$ cat src/rtl/mc_decode_fsm_pkg.sv
// Shared encodings for the multicycle ARM control unit: FSM states, ALU
// command field values, ALU control codes and instruction Op classes.
package mc_decode_fsm_pkg;

   typedef enum logic [3:0] {
      S_FETCH  = 4'd0,
      S_DECODE = 4'd1,
      S_MEMADR = 4'd2,
      S_MEMRD  = 4'd3,
      S_MEMWB  = 4'd4,
      S_MEMWR  = 4'd5,
      S_EXECR  = 4'd6,
      S_EXECI  = 4'd7,
      S_ALUWB  = 4'd8,
      S_BRANCH = 4'd9
   } state_t;

   // Instruction Op field (Instr[27:26])
   localparam logic [1:0] OP_DP  = 2'b00;
   localparam logic [1:0] OP_MEM = 2'b01;
   localparam logic [1:0] OP_BR  = 2'b10;

   // Data-processing cmd field (Funct[4:1])
   localparam logic [3:0] CMD_AND = 4'b0000;
   localparam logic [3:0] CMD_EOR = 4'b0001;
   localparam logic [3:0] CMD_SUB = 4'b0010;
   localparam logic [3:0] CMD_ADD = 4'b0100;
   localparam logic [3:0] CMD_CMP = 4'b1010;
   localparam logic [3:0] CMD_ORR = 4'b1100;
   localparam logic [3:0] CMD_MOV = 4'b1101;

   // ALU control codes, zero-extended to ALUCTL_W at the decoder output
   localparam logic [2:0] ALU_ADD = 3'd0;
   localparam logic [2:0] ALU_SUB = 3'd1;
   localparam logic [2:0] ALU_AND = 3'd2;
   localparam logic [2:0] ALU_ORR = 3'd3;
   localparam logic [2:0] ALU_EOR = 3'd6;
   localparam logic [2:0] ALU_MOV = 3'd7;

   // States that wait on the memory and therefore run the wait counter
   function automatic logic is_wait_state(state_t s);
      return (s == S_FETCH) || (s == S_MEMRD) || (s == S_MEMWR);
   endfunction

endpackage

$ cat src/rtl/mc_decode_fsm_if.sv
// Bundle between instruction register / memory (master side) and the control
// unit (slave side).
// Handshake: MemReady is a level from memory; an access in FETCH, MEMRD or
// MEMWR completes in the cycle MemReady is sampled high at the rising edge,
// and the FSM leaves that state on that edge. There is no ready back-pressure
// toward the memory: MemW/IRWrite simply follow MemReady inside their state.
interface mc_decode_fsm_if #(parameter int ALUCTL_W = 4);
   logic [1:0]          Op;
   logic [5:0]          Funct;
   logic [3:0]          Rd;
   logic                MemReady;
   logic                IRWrite;
   logic                NextPC;
   logic                AdrSrc;
   logic [1:0]          ALUSrcA;
   logic [1:0]          ALUSrcB;
   logic [1:0]          ResultSrc;
   logic [1:0]          ImmSrc;
   logic [1:0]          RegSrc;
   logic                RegW;
   logic                MemW;
   logic                PCS;
   logic [1:0]          FlagW;
   logic [ALUCTL_W-1:0] ALUControl;
   logic                MemTimeout;
   logic [3:0]          State;

   modport master (
      output Op, Funct, Rd, MemReady,
      input  IRWrite, NextPC, AdrSrc, ALUSrcA, ALUSrcB, ResultSrc, ImmSrc,
             RegSrc, RegW, MemW, PCS, FlagW, ALUControl, MemTimeout, State
   );

   modport slave (
      input  Op, Funct, Rd, MemReady,
      output IRWrite, NextPC, AdrSrc, ALUSrcA, ALUSrcB, ResultSrc, ImmSrc,
             RegSrc, RegW, MemW, PCS, FlagW, ALUControl, MemTimeout, State
   );
endinterface

$ cat src/rtl/mc_decode_fsm_alu_decoder.sv
// Combinational ALU decoder: maps the data-processing cmd and S bit to an
// ALU control code, flag-write enables and the NoWrite (no writeback) flag.
// Only active while the FSM is in an execute state (alu_op=1).
module mc_alu_decoder
   import mc_decode_fsm_pkg::*;
#(
   parameter int ALUCTL_W = 4
) (
   input  logic                alu_op,
   input  logic [3:0]          cmd,
   input  logic                s_bit,
   output logic [ALUCTL_W-1:0] alu_control,
   output logic [1:0]          flag_w,
   output logic                no_write
);

   logic [2:0] code;

   // Decode cmd; unsupported commands become a flagless NOP with no writeback
   always_comb begin
      code     = ALU_ADD;
      flag_w   = 2'b00;
      no_write = 1'b0;
      if (alu_op) begin
         case (cmd)
            CMD_ADD: begin code = ALU_ADD; flag_w = {s_bit, s_bit}; end
            CMD_SUB: begin code = ALU_SUB; flag_w = {s_bit, s_bit}; end
            CMD_AND: begin code = ALU_AND; flag_w = {s_bit, 1'b0};  end
            CMD_ORR: begin code = ALU_ORR; flag_w = {s_bit, 1'b0};  end
            CMD_EOR: begin code = ALU_EOR; flag_w = {s_bit, 1'b0};  end
            CMD_MOV: begin code = ALU_MOV; flag_w = {s_bit, 1'b0};  end
            // CMP exists only for its flags, so it sets them regardless of S
            CMD_CMP: begin code = ALU_SUB; flag_w = 2'b11; no_write = 1'b1; end
            default: begin code = ALU_ADD; flag_w = 2'b00; no_write = 1'b1; end
         endcase
      end
   end

   assign alu_control = ALUCTL_W'(code);

endmodule

$ cat src/rtl/mc_decode_fsm.sv
// Multicycle ARM control unit: Moore FSM sequencing fetch/decode/execute/
// memory/writeback, with memory wait states, a sticky timeout flag and the
// ALU decoder as a sub-block. Outputs decode from the registered state.
module mc_decode_fsm
   import mc_decode_fsm_pkg::*;
#(
   parameter int ALUCTL_W = 4,
   parameter int WAIT_EN  = 1,
   parameter int WAIT_MAX = 15
) (
   input logic           clk,
   input logic           reset,
   mc_decode_fsm_if.slave bus
);

   localparam int CNT_W = $clog2(WAIT_MAX + 1);

   state_t           state_q, state_d;
   logic [CNT_W-1:0] cnt_q, cnt_d;
   logic             tmo_q, tmo_d;

   logic             mem_rdy;
   logic             alu_op;
   logic             no_write;
   logic             reg_w, mem_w, branch, ir_write, adr_src;
   logic [1:0]       alu_src_a, alu_src_b, result_src;

   // With waits disabled every memory access is treated as completing at once
   assign mem_rdy = (WAIT_EN != 0) ? bus.MemReady : 1'b1;
   assign alu_op  = (state_q == S_EXECR) || (state_q == S_EXECI);

   mc_alu_decoder #(.ALUCTL_W(ALUCTL_W)) u_alu_dec (
      .alu_op      (alu_op),
      .cmd         (bus.Funct[4:1]),
      .s_bit       (bus.Funct[0]),
      .alu_control (bus.ALUControl),
      .flag_w      (bus.FlagW),
      .no_write    (no_write)
   );

   // Next state, wait counter and timeout; a timeout abandons the instruction
   always_comb begin
      state_d = state_q;
      cnt_d   = '0;
      tmo_d   = tmo_q;
      case (state_q)
         S_FETCH:  if (mem_rdy) state_d = S_DECODE;
         S_DECODE: begin
            case (bus.Op)
               OP_MEM:  state_d = S_MEMADR;
               OP_DP:   state_d = bus.Funct[5] ? S_EXECI : S_EXECR;
               OP_BR:   state_d = S_BRANCH;
               default: state_d = S_FETCH;
            endcase
         end
         S_MEMADR: state_d = bus.Funct[0] ? S_MEMRD : S_MEMWR;
         S_MEMRD:  if (mem_rdy) state_d = S_MEMWB;
         S_MEMWB:  state_d = S_FETCH;
         S_MEMWR:  if (mem_rdy) state_d = S_FETCH;
         S_EXECR,
         S_EXECI:  state_d = no_write ? S_FETCH : S_ALUWB;
         S_ALUWB:  state_d = S_FETCH;
         S_BRANCH: state_d = S_FETCH;
         default:  state_d = S_FETCH;
      endcase
      // Counter only survives while stalling in the same wait state, so any
      // entry (including FETCH after a timeout) starts it from zero
      if (is_wait_state(state_q) && !mem_rdy) begin
         if (cnt_q == CNT_W'(WAIT_MAX - 1)) begin
            tmo_d   = 1'b1;
            state_d = S_FETCH;
         end else begin
            cnt_d = cnt_q + CNT_W'(1);
         end
      end
   end

   // State, wait count and sticky timeout registers
   always_ff @(posedge clk or posedge reset) begin
      if (reset) begin
         state_q <= S_FETCH;
         cnt_q   <= '0;
         tmo_q   <= 1'b0;
      end else begin
         state_q <= state_d;
         cnt_q   <= cnt_d;
         tmo_q   <= tmo_d;
      end
   end

   // Per-state datapath selects; everything not named in a state stays 0
   always_comb begin
      ir_write   = 1'b0;
      adr_src    = 1'b0;
      alu_src_a  = 2'b00;
      alu_src_b  = 2'b00;
      result_src = 2'b00;
      reg_w      = 1'b0;
      mem_w      = 1'b0;
      branch     = 1'b0;
      case (state_q)
         S_FETCH: begin
            alu_src_a  = 2'b01;
            alu_src_b  = 2'b10;
            result_src = 2'b10;
            ir_write   = mem_rdy & ~reset;
         end
         S_DECODE: begin
            alu_src_a  = 2'b01;
            alu_src_b  = 2'b10;
            result_src = 2'b10;
         end
         S_MEMADR: alu_src_b = 2'b01;
         S_MEMRD:  adr_src = 1'b1;
         S_MEMWB: begin
            result_src = 2'b01;
            reg_w      = 1'b1;
         end
         S_MEMWR: begin
            adr_src = 1'b1;
            mem_w   = mem_rdy;
         end
         S_EXECR:  alu_src_b = 2'b00;
         S_EXECI:  alu_src_b = 2'b01;
         S_ALUWB:  reg_w = 1'b1;
         S_BRANCH: begin
            alu_src_b  = 2'b01;
            result_src = 2'b10;
            branch     = 1'b1;
         end
         default: ;
      endcase
   end

   assign bus.IRWrite    = ir_write;
   assign bus.NextPC     = ir_write;
   assign bus.AdrSrc     = adr_src;
   assign bus.ALUSrcA    = alu_src_a;
   assign bus.ALUSrcB    = alu_src_b;
   assign bus.ResultSrc  = result_src;
   assign bus.RegW       = reg_w;
   assign bus.MemW       = mem_w;
   assign bus.PCS        = ((bus.Rd == 4'hF) & reg_w) | branch;
   assign bus.ImmSrc     = (bus.Op == OP_MEM) ? 2'b01 :
                           (bus.Op == OP_BR)  ? 2'b10 : 2'b00;
   assign bus.RegSrc     = {bus.Op == OP_MEM, bus.Op == OP_BR};
   assign bus.MemTimeout = tmo_q;
   assign bus.State      = state_q;

endmodule
$ cat src/flat_wrapper.sv
// flat-port wrapper written by rule: the top's interface ports become plain ports
module mc_decode_fsm_flat import mc_decode_fsm_pkg::*;
#(
   parameter int ALUCTL_W = 4,
   parameter int WAIT_EN  = 1,
   parameter int WAIT_MAX = 15
)
  (clk, reset, bus_Op, bus_Funct, bus_Rd, bus_MemReady, bus_IRWrite, bus_NextPC, bus_AdrSrc, bus_ALUSrcA, bus_ALUSrcB, bus_ResultSrc, bus_ImmSrc, bus_RegSrc, bus_RegW, bus_MemW, bus_PCS, bus_FlagW, bus_ALUControl, bus_MemTimeout, bus_State);
  mc_decode_fsm_if #(.ALUCTL_W(ALUCTL_W)) bus_i ();
  input logic clk;
  input logic reset;
  input wire logic [$bits(bus_i.Op)-1:0] bus_Op;
  input wire logic [$bits(bus_i.Funct)-1:0] bus_Funct;
  input wire logic [$bits(bus_i.Rd)-1:0] bus_Rd;
  input wire logic [$bits(bus_i.MemReady)-1:0] bus_MemReady;
  output wire logic [$bits(bus_i.IRWrite)-1:0] bus_IRWrite;
  output wire logic [$bits(bus_i.NextPC)-1:0] bus_NextPC;
  output wire logic [$bits(bus_i.AdrSrc)-1:0] bus_AdrSrc;
  output wire logic [$bits(bus_i.ALUSrcA)-1:0] bus_ALUSrcA;
  output wire logic [$bits(bus_i.ALUSrcB)-1:0] bus_ALUSrcB;
  output wire logic [$bits(bus_i.ResultSrc)-1:0] bus_ResultSrc;
  output wire logic [$bits(bus_i.ImmSrc)-1:0] bus_ImmSrc;
  output wire logic [$bits(bus_i.RegSrc)-1:0] bus_RegSrc;
  output wire logic [$bits(bus_i.RegW)-1:0] bus_RegW;
  output wire logic [$bits(bus_i.MemW)-1:0] bus_MemW;
  output wire logic [$bits(bus_i.PCS)-1:0] bus_PCS;
  output wire logic [$bits(bus_i.FlagW)-1:0] bus_FlagW;
  output wire logic [$bits(bus_i.ALUControl)-1:0] bus_ALUControl;
  output wire logic [$bits(bus_i.MemTimeout)-1:0] bus_MemTimeout;
  output wire logic [$bits(bus_i.State)-1:0] bus_State;
  assign bus_i.Op = bus_Op;
  assign bus_i.Funct = bus_Funct;
  assign bus_i.Rd = bus_Rd;
  assign bus_i.MemReady = bus_MemReady;
  assign bus_IRWrite = bus_i.IRWrite;
  assign bus_NextPC = bus_i.NextPC;
  assign bus_AdrSrc = bus_i.AdrSrc;
  assign bus_ALUSrcA = bus_i.ALUSrcA;
  assign bus_ALUSrcB = bus_i.ALUSrcB;
  assign bus_ResultSrc = bus_i.ResultSrc;
  assign bus_ImmSrc = bus_i.ImmSrc;
  assign bus_RegSrc = bus_i.RegSrc;
  assign bus_RegW = bus_i.RegW;
  assign bus_MemW = bus_i.MemW;
  assign bus_PCS = bus_i.PCS;
  assign bus_FlagW = bus_i.FlagW;
  assign bus_ALUControl = bus_i.ALUControl;
  assign bus_MemTimeout = bus_i.MemTimeout;
  assign bus_State = bus_i.State;
  mc_decode_fsm #(.ALUCTL_W(ALUCTL_W), .WAIT_EN(WAIT_EN), .WAIT_MAX(WAIT_MAX)) u_core (.clk(clk), .reset(reset), .bus(bus_i));
endmodule
$ cat config.mk
export PLATFORM = sky130hd
export DESIGN_NAME = mc_decode_fsm_flat
export DESIGN_NICKNAME = d
export VERILOG_FILES = /design/src/rtl/mc_decode_fsm_pkg.sv /design/src/rtl/mc_decode_fsm_if.sv /design/src/rtl/mc_decode_fsm_alu_decoder.sv /design/src/rtl/mc_decode_fsm.sv /design/src/flat_wrapper.sv
export SDC_FILE = /design/constraint.sdc
export NUM_CORES = 1
export LEC_CHECK = 0
export CAP_MARGIN = 15
export CORE_MARGIN = 10
export CORE_UTILIZATION = 40
export CTS_CLUSTER_DIAMETER = 200
export DETAILED_ROUTE_END_ITERATION = 6
export GPL_TIMING_DRIVEN = 0
export PLACE_DENSITY = 0.8
export SYNTH_ARGS = -nofsm -noshare
export SYNTH_HDL_FRONTEND = slang
export SYNTH_HIERARCHICAL = 1
export SYNTH_SLANG_ARGS = --single-unit
$ cat constraint.sdc
create_clock -name clk -period 2.2 [get_ports clk]
set_clock_uncertainty 0.15 [all_clocks]
set_input_delay 0.44 -clock clk [delete_from_list [all_inputs] [get_ports clk]]
set_output_delay 0.44 -clock clk [all_outputs]
set_load 0.02 [all_outputs]
==> impl_metrics.json <==
{
  "crit_path_start_kind": "flop",
  "num_antenna_cells": 0,
  "fin_crit_sh_pct": 97.9,
  "max_cap_violations": 0,
  "syn_to_final_growth_pct": 62.2,
  "initial_core_util_pct": 42.9,
  "die_area_mm2": 0.00437,
  "synth.avg_cell_area_um2": 7.87,
  "hold_viol_final": 0,
  "grt_antenna_before_repair": 0,
  "clock_latency_ps": 260,
  "drt_pass1_iterations": 4,
  "ys_types": 40,
  "drc": 0,
  "synth_edf_count": 0,
  "postRouteAntennaNets": 0,
  "cts_buffers": 3,
  "synth_fp_nets": 125,
  "status": "finished, final reports clean",
  "vdd_ir_drop_max_mv": 0.648,
  "ys_async_sr_fraction_pct": 100,
  "path_clk_slew_ps": 60,
  "io_pins": 42,
  "cts_root_buffer": "clkbuf_4",
  "critPathRequiredTime_ps": 1610,
  "row_count": 16,
  "synthTopCellsByArea": "dfrtp_1, buf_4, nor2b_1",
  "final_area_mm2": 0.00138,
  "clkSinkCount": 9,
  "wirelength_um": 2910,
  "htreeDepth": 1,
  "core_area_mm2": 0.00198,
  "overflow": 0,
  "r2r_slack_ps": 370,
  "dpl.hpwl_um": 2130,
  "final.min_clock_period_ps": 2150,
  "routedWlPerCell_um": 15.7,
  "synth_top_area_share_pct": 26.5,
  "cts_tree": "yes",
  "grt_pass1_vias": 888,
  "die_y_um": 66.1,
  "r2r-end": "u_core/bus.State[1]$_DFF_PP0_",
  "rsz0062_at_grt": "yes",
  "grt_pass1_wl_um": 4260,
  "port_buffers": 39,
  "hold-worst-slack_ps": 261,
  "netlist_area_um2": 850,
  "yosysSeqAreaShare_pct": 26.5,
  "worstPathArrival_ps": 1560,
  "die_w_um": 66.1,
  "dr.first_iter.drc_count": 51,
  "vias": 979,
  "routabilityCongestion": 0.858,
  "r2r.worst_path.cells": 7,
  "p_leak_nw": 0.680,
  "cts_hold_buf": 0,
  "grt_max_degree": 11,
  "place_area_mm2": 0.00128,
  "hp-class": "in2async",
  "r2r-start": "u_core/bus.State[1]$_DFF_PP0_",
  "pwr_density_cell_mw_per_mm2": 1090,
  "track_usage_pct": 11.9,
  "power_w": 0.00150,
  "vias_per_cell": 5.29,
  "maxSlewViolCount": 0,
  "layout-drive-gt1-share_pct": 29.7,
  "crit_type": "reg2out",
  "yosysTopAreaCell": "dfrtp_1",
  "setup_viol": 0,
  "nets": 176,
  "fmax_ghz": 0.465,
  "synth_ff_type": "dfrtp_1",
  "yosys_warnings": 6,
  "syn_inst": 108,
  "clk_path_buf_depth": 2,
  "crit_path_end_kind": "output port",
  "worst-path-max-fanout": 10,
  "ys_seq_elements": 9
}
[kinds of logic (layout without fill, tap and decap cells)]
| group | count (synthesis) | in the layout | synth area share (%) |
|---|---|---|---|
| xor+xnor | 5 | 5 | 5.16 |
| buf+inv | 17 | 67 | 11.3 |
| flops | 9 | 9 | 26.5 |
| other cells | 2 | 2 | 0.884 |
| compound gates | 25 | 25 | 21.1 |
| simple gates | 48 | 48 | 32.1 |
| fa+ha+maj | 2 | 2 | 2.95 |
[cells in the final DEF, fill, tap and decap left out, types with 2 or more instances in the layout]
| cell | count |
|---|---|
| buf_4 | 17 |
| dlygate4sd2_1 | 12 |
| clkdlybuf4s50_1 | 11 |
| dfrtp_1 | 8 |
| nor2_1 | 7 |
| nor2b_1 | 7 |
| nor3_1 | 6 |
| buf_2 | 5 |
| inv_1 | 5 |
| a21oi_1 | 5 |
| nand2_1 | 4 |
| nand3_1 | 4 |
| and3_1 | 4 |
| clkbuf_4 | 3 |
| dlymetal6s2s_1 | 3 |
| buf_6 | 3 |
| a21boi_0 | 3 |
| clkdlybuf4s15_2 | 2 |
| clkbuf_2 | 2 |
| xor2_1 | 2 |
| nand2b_1 | 2 |
| nor2_2 | 2 |
| o22ai_1 | 2 |
| xnor2_1 | 2 |
| a211oi_1 | 2 |
| nand3b_1 | 2 |
| o32ai_1 | 2 |
| ha_1 | 2 |
| conb_1 | 2 |
| a21boi_1 | 2 |
[worst max-delay path, cell delays in order (launching register included)]
cell      delay (ps)
dfrtp_1          400
buf_6            150
nand2b_4         160
nor2_4           110
nor3b_4          200
and2_4           160
buf_6            110
[metal layers]
layer | routed length, um | vias up | track usage [%]
li1 | - | 476 | -
met1 | 1160 | 448 | 13.1
met2 | 1420 | 51 | 20.9
met3 | 304 | 4 | 3.39
met4 | 25 | 0 | 4.71
met5 | 0 | - | 0
[worst max path at each step]
| stage | from | endpoint | slack [ps] |
|---|---|---|---|
| floorplan | u_core/bus.State[3]$_DFF_PP0_ | bus_ALUControl[2] | 10 |
| global placement | bus_Funct[0] | bus_FlagW[1] | -550 |
| detailed placement | bus_Funct[4] | bus_ALUControl[2] | -560 |
| CTS | u_core/bus.State[3]$_DFF_PP0_ | bus_ALUControl[2] | -70 |
| global route | u_core/bus.State[3]$_DFF_PP0_ | bus_ALUControl[2] | -30 |
| finish | u_core/bus.State[3]$_DFF_PP0_ | bus_ALUControl[2] | 50 |
[through the flow]
| step | TNS (ps) | setup slack (ps) | util, % | instances |
|---|---|---|---|---|
| 5_1_grt | -33.4 | -32.0 | 69.5 | 185 |
| 3_5_place_dp | -5150 | -559 | 64.8 | 174 |
| 2_1_floorplan | 0 | 10.8 | - | 108 |
| 3_3_place_gp | -5010 | -549 | 64.8 | 174 |
| 6_report | 0 | 47.2 | 69.5 | 185 |
| 4_1_cts | -67.7 | -67.7 | 66.4 | 181 |
[report_power, final]
group          internal, W  switching, W  total, W
Clock            0.0000698     0.0000575  0.000127
Sequential        0.000211     0.0000496  0.000260
Combinational     0.000488      0.000627   0.00112
Total             0.000769      0.000734   0.00150
[sequential cells by signal, summed over array words and instances (netlist names)]
register               flops
u_core/bus.MemTimeout      1
u_core/bus.State           4
u_core/cnt_q               4
[cells in the mapped netlist, types with 2 or more instances]
cell type,instances
nand2b_1,3
buf_4,6
ha_1,2
a211oi_1,2
and3_1,4
buf_2,2
nor3_1,6
inv_1,7
a21oi_1,5
xor2_1,3
nand3_1,4
dfrtp_1,9
o22ai_1,2
o32ai_1,3
a21boi_0,4
nor2_1,10
nor2b_1,7
nand3b_1,2
xnor2_1,2
conb_1,2
nand2_1,4
[what timing repair did]
action / CTS / global route
setup buffers: 3 / 5
endpoints found under the setup margin: 20 / 11
resized for setup: 70 / 20
pin swaps: 1 / 2
[layout make-up]
cell class                 instances  area (um^2)
buffer                             9         80.1
fill                             160          604
sequential                         9          226
clock buffer                       4         26.3
inverter                           7         32.5
tap                               27         33.8
timing repair buffer              47          407
multi-input combinational         82          572
Power figures use the tool's default switching activity.
